## config.mk

```make
export PLATFORM = sky130hd
export DESIGN_NAME = counter_gray_updown
export DESIGN_NICKNAME = d
export VERILOG_FILES = /design/src/rtl/counter_pkg.sv /design/src/rtl/gray2bin_dec.sv /design/src/rtl/counter_gray_updown.sv
export SDC_FILE = /design/constraint.sdc
export NUM_CORES = 1
export LEC_CHECK = 0
export CAP_MARGIN = 10
export CORE_AREA = 5 5 61 50
export CTS_CLUSTER_DIAMETER = 80
export DETAILED_ROUTE_END_ITERATION = 6
export DIE_AREA = 0 0 66 55
export PLACE_DENSITY = 0.78
export SLEW_MARGIN = 20
export SYNTH_ARGS = -nofsm -noshare
export SYNTH_HDL_FRONTEND = slang
export SYNTH_SLANG_ARGS = --single-unit
```

## constraint.sdc

```tcl
create_clock -name clk -period 3.25 [get_ports clk]
set_input_delay 0.65 -clock clk [delete_from_list [all_inputs] [get_ports clk]]
set_output_delay 0.65 -clock clk [all_outputs]
set_load 0.02 [all_outputs]
```

## src/rtl/counter_pkg.sv

```systemverilog
// counter_pkg: shared direction constants and width-parametrised Gray/binary conversions
package counter_pkg;
  localparam logic DIR_UP = 1'b1;
  localparam logic DIR_DOWN = 1'b0;
  function automatic logic [63:0] width_mask(input int w);
    return (w >= 64) ? '1 : ((64'd1 << w) - 64'd1);
  endfunction
  function automatic logic [63:0] bin2gray(input logic [63:0] b, input int w);
    logic [63:0] m;
    m = b & width_mask(w);
    return m ^ (m >> 1);
  endfunction
  function automatic logic [63:0] gray2bin(input logic [63:0] g, input int w);
    logic [63:0] r;
    r = g & width_mask(w);
    for (int i = 62; i >= 0; i--) r[i] = r[i + 1] ^ r[i];
    return r;
  endfunction
endpackage

```

## src/rtl/gray2bin_dec.sv

```systemverilog
// gray2bin_dec: combinational N-bit Gray-to-binary decoder; each bit is the XOR of all Gray bits at or above it
module gray2bin_dec #(
  parameter int N = 8
) (
  input  logic [N-1:0] i_gray,
  output logic [N-1:0] o_bin
);
  for (genvar g = 0; g < N; g++) begin : g_bit
    assign o_bin[g] = ^i_gray[N-1:g];
  end
endmodule

```

## src/rtl/counter_gray_updown.sv

```systemverilog
// counter_gray_updown: N-bit up/down counter with registered binary and Gray outputs; COUNTER_GRAY_SAT_EN selects saturating instead of wrapping
module counter_gray_updown
  import counter_pkg::*;
#(
  parameter int N = 8
) (
  input  logic         clk,
  input  logic         reset_al_in,
  input  logic         en_in,
  input  logic         up_in,
  input  logic         load_in,
  input  logic         load_gray_in,
  input  logic [N-1:0] load_val_in,
  output logic [N-1:0] bin_out,
  output logic [N-1:0] gray_out,
  output logic         tc_out
);
  logic [N-1:0] r_bin, r_gray;
  logic         r_tc;
  logic [N-1:0] w_dec, w_load_bin, w_step, w_cnt, w_next, w_next_gray;
  logic         w_at_bound, w_tc;
  gray2bin_dec #(.N(N)) u_dec (.i_gray(load_val_in), .o_bin(w_dec));
  // next-state selection: load beats count beats hold; boundary detect drives tc and saturation
  always_comb begin
    w_load_bin = load_gray_in ? w_dec : load_val_in;
    w_at_bound = (up_in == DIR_UP) ? &r_bin : ~|r_bin;
    w_step = (up_in == DIR_UP) ? r_bin + N'(1) : r_bin - N'(1);
`ifdef COUNTER_GRAY_SAT_EN
    w_cnt = w_at_bound ? r_bin : w_step;
`else
    w_cnt = w_step;
`endif
    w_next = load_in ? w_load_bin : en_in ? w_cnt : r_bin;
    w_next_gray = N'(bin2gray(64'(w_next), N));
    w_tc = !load_in && en_in && w_at_bound;
  end
  // both count registers load from the same next value so Gray never lags binary
  always_ff @(posedge clk or negedge reset_al_in) begin
    if (!reset_al_in) begin
      r_bin <= '0;
      r_gray <= '0;
      r_tc <= 1'b0;
    end else begin
      r_bin <= w_next;
      r_gray <= w_next_gray;
      r_tc <= w_tc;
    end
  end
  assign bin_out = r_bin;
  assign gray_out = r_gray;
  assign tc_out = r_tc;
endmodule

```

### Word-level counts from Yosys, hierarchy flattened

Cells that the tools add are included.

| word-level totals | value |
|---|---|
| flip-flop bits (word level) | 17 |
| output and inout bits | 17 |
| logic and storage cells | 24 |

| operators by class | value |
|---|---|
| add/sub/neg operators | 2 |
| mux-type cells | 5 |
| bitwise gates (word level) | 1 |
| reduce and logical (&&, ||, !) cells | 13 |

Operator list:

| kind | number |
|---|---|
| $mux W8 | 3 |
| $add A8 B1 Y8 const B | 1 |
| $reduce_and A8 Y1 | 1 |
| $reduce_or A8 Y1 | 1 |
| $reduce_xor A8 Y1 | 1 |
| $sub A8 B1 Y8 const B | 1 |
| $xor A8 B7 Y8 | 1 |
| $mux W7 | 1 |
| $reduce_xor A7 Y1 | 1 |
| $reduce_xor A6 Y1 | 1 |
| $reduce_xor A5 Y1 | 1 |
| $reduce_xor A4 Y1 | 1 |
| $reduce_xor A3 Y1 | 1 |
| $logic_and A1 B1 Y1 | 2 |
| $logic_not A1 Y1 | 2 |
| $reduce_xor A2 Y1 | 1 |
| $mux W1 | 1 |

### Longest topological paths before layout

| logic depth | value |
|---|---|
| depth after elaboration | 5 |
| mapped depth | 9 |

### Hierarchy

A second synthesis with hierarchy kept.

| unflattened totals | value |
|---|---|
| cell total of the unflattened synthesis | 125 |
| area, all modules | 1217.4 µm² |

Modules (own cells, without submodules):

| module | instances | cells each | area each (µm²) | sequential area each (µm²) |
|---|---|---|---|---|
| counter_gray_updown | 1 | 115 | 1092.3 | 400.4 |
| gray2bin_dec | 1 | 10 | 125.1 | 0.0 |

### Least setup slack after synthesis

No wires, ideal clock.

| path | value |
|---|---|
| path type | input-to-reg |
| from | in up_in |
| to | reg r_gray[5] (netlist: gray_out[5]) |
| setup time | 128 ps |
| arrival time | 2180 ps |
| required time | 3122 ps |
| setup slack | 943 ps |
| stages | 8 |
| buffers on the path | 0 |
| cells stage by stage | fa_1 -> nor2b_1 -> o21ai_0 -> a21boi_0 -> o21ai_1 -> a211o_1 -> and3_1 -> xnor2_1 |

| on the way | value |
|---|---|
| cells in the longest elaborated chain, start to end | 4 |

RTL lines:

| what | RTL line | source |
|---|---|---|
| start, declared | counter_gray_updown.sv:10 | `input logic up_in,` |
| $mux W8 | counter_gray_updown.sv:27 | `w_step = (up_in == DIR_UP) ? r_bin + N'(1) : r_bin - N'(1);` |
| $mux W8 (2 in a row) | counter_gray_updown.sv:33 | `w_next = load_in ? w_load_bin : en_in ? w_cnt : r_bin;` |
| $xor A8 B7 Y8 | counter_pkg.sv:11 | `return m ^ (m >> 1);` |
| named net w_next_gray[5] | counter_gray_updown.sv:20 | `logic [N-1:0] w_dec, w_load_bin, w_step, w_cnt, w_next, w_next_gray;` |
| end signal, assigned | counter_gray_updown.sv:45 | `r_gray <= w_next_gray;` |
| end, declared | counter_gray_updown.sv:18 | `logic [N-1:0] r_bin, r_gray;` |

The timed path passes the listed nets, and every way through them passes these cells.

### Final worst setup path

Same ends and word-level chain as after synthesis.

==> results.cfg <==
[worst_hold_path]
hold_path_startpoint = bin_out[3]
hold_class = flop to flop

[global_routing]
grt.total_usage_pct = 15.1
grt_pass1_vias = 940
grt_max_degree = 18
antenna_found_initial = 0
grt_first_pass_wirelength_microns = 4150
overflow = 0

[setup_path]
worst_ep_arrival_time_ns = 3.03
critPathMaxFanout = 7
critPathRequiredTime_ns = 3.41
r2r-start = bin_out[0]
crit_path_top_delay_cell = clkdlybuf4s50_1
ff2ff_setup_slack_ns = 0.86
crit_path_end_kind = flop
worstReg2RegEnd = gray_out[5]
crit_end = gray_out[5]
path_cells = clkdlybuf4s50_1 -> inv_1 -> ha_1 -> nor2b_1 -> o21ai_0 -> a21boi_0 -> o21ai_1 -> a211o_1 -> and3_1 -> xnor2_1
slowest_delay_ns = 0.58
crit_path_start = up_in
reg2regPathDepth = 9
path_class = primary input to flop
start_kind = primary input

[synth]
synth_cell_types = 35
ys_seq_area_share_pct = 35.0
synth_edf_count = 0
ys_seq_elements = 16
synth_top_cell_by_area = dfrtp_1
async_flop_share_pct = 100
syn_nets = 136
netlist_top_cells_count = dfrtp_1 (16), xor2_1 (16), nand2_1 (9)
syn_area_per_cell_sq_um = 9.94
synth_top_area_share_pct = 35.0
ys.flop_type = dfrtp_1
synth.top_cells.by_area = dfrtp_1 (35%), xor2_1 (12%), ha_1 (6.6%), xnor2_1 (6.1%), nand2_1 (3.0%)
synth_area_sq_um = 1140
synth_cells = 115
yosys_warnings = 0

[timing]
finalCriticalPeriod_ns = 2.87
timing.final.crit_share_pct = 88.3
clock.fmax_mhz = 349
tightest_slew_ns = 0.691
slew_headroom_pct = 53.8
drv_slew = 0
fin_skew_ns = 0.00591
rsz0062_at_grt = no
finalSetupViolCount = 0
setup_tns_ns = 0
whs_ns = 0.705
hold_violations = 0

[layout]
drive_above_1_share_pct = 6.85
area_growth_syn_to_layout_pct = 31.7
layout.nets = 168
fillers = 206
diodes = 0

[place]
hpwl_microns = 2130
globalplace.congestion = 0.976
port_buffers = 30

[power]
power_density_nw_per_um2 = 648
irDropWorstVdd_mv = 0.317
p_leak_uw = 0.000643

[outcome]
status = finished, final reports clean

[drt]
first_pass_iters = 4
vias = 940
via_per_inst = 5.16
avgRoutedWirePerCell_microns = 14.3
wl_microns = 2590
ant_nets = 0
drtIter0Drc = 25
drcViolationCount = 0

[die]
rows = 16
die_h_microns = 55
initial_core_util_pct = 47.2
num_io_pins = 31
dieArea_sq_um = 3630
core-area_sq_um = 2420
die_w_microns = 66

[clock_network]
cts-root-buf = clkbuf_4
cts-htree-levels = 1
clock_latency_ns = 0.28
cts_hold_buf = 0
clkTransAtPathRegs_ns = 0.09
cts_resized = 0
postCtsSetupBuffers = 0
cts_tree = built
clockBufferDepth = 2
cts_buffers = 3
cts.sinks = 16

[flow_run]
cap_violations = 0
state kept, by name (all words and copies together) (netlist names):
signal,count
bin_out,8
gray_out,7
tc_out,1
stage by stage:
step           total power (uW)  setup slack, ns  cells  area [sq um]  utilization [%]
4_1_cts                     985            0.395    182          1510             62.2
2_1_floorplan               632            0.943    115          1140                -
5_1_grt                    1040            0.200    182          1510             62.2
3_3_place_gp                837            0.226    178          1470             60.7
6_report                    977            0.382    182          1510             62.2
3_5_place_dp                854           0.0981    178          1470             60.7
cells by family (layout without fill, tap and decap cells):
| group | Yosys count | after routing | synth area share [%] |
|---|---|---|---|
| and+or+nand+nor | 31 | 31 | 14.0 |
| xor gates and xnor gates | 26 | 26 | 22.5 |
| AOI/OAI and AO/OA | 23 | 23 | 14.1 |
| DFF | 16 | 16 | 35.0 |
| buffers and inverters | 10 | 41 | 4.27 |
| adders and majority gates | 7 | 7 | 8.31 |
| muxes | 2 | 2 | 1.75 |
critical path: cells and delay by family:
kind / cells / cell delay (ns)
AO/OA/AOI/OAI: 4 / 0.75
XOR/XNOR: 1 / 0.14
adder cells (fa/ha/maj): 1 / 0.38
buffers and inverters: 2 / 0.76
AND/OR/NAND/NOR: 2 / 0.36
area by class of cell:
type                            instances  area [sq um]  share of cell area (%)
Multi-Input combinational cell         89           694                    46.1
Sequential cell                        16           400                    26.6
Timing Repair Buffer                   31           308                    20.4
Tap cell                               36          45.0                    2.99
Clock buffer                            4          36.3                    2.41
Inverter                                6          22.5                    1.50
worst min path at each step:
stage / endpoint / slack [ns] / cells after the start
2_1_floorplan: bin_out[0] / 0.35 / 0
3_3_place_gp: tc_out / 0.70 / 3
3_5_place_dp: tc_out / 0.70 / 3
4_1_cts: tc_out / 0.71 / 3
5_1_grt: tc_out / 0.76 / 3
6_report: tc_out / 0.70 / 3
where the power goes:
group / internal, uW / switching, uW
Combinational: 258 / 282
Sequential: 262 / 48.6
Clock: 68.1 / 57.7
Total: 588 / 388
layout by cell type, fill, tap and decap left out, types with 2 or more instances in the layout:
cell	count
clkdlybuf4s50_1	30
xor2_1	16
dfrtp_1	16
nand2_1	9
xnor2_1	8
nor2_1	7
inv_1	6
ha_1	6
a21oi_1	4
nor2b_1	4
o21ai_1	4
a211oi_1	3
a21oi_2	3
clkbuf_4	3
nor3b_1	2
a21o_1	2
mux2i_1	2
a31oi_1	2
nor4_1	2
metal layers:
| layer | share of wire (%) | up-vias | global-route usage, % |
|---|---|---|---|
| met2 | 54 | 36 | 28.8 |
| met5 | 0 | - | 0 |
| li1 | - | 459 | - |
| met3 | 6.7 | 2 | 5.25 |
| met4 | 0.46 | 0 | 3.38 |
| met1 | 39 | 443 | 16.3 |
Note: power is estimated with default switching activity, not from simulation.
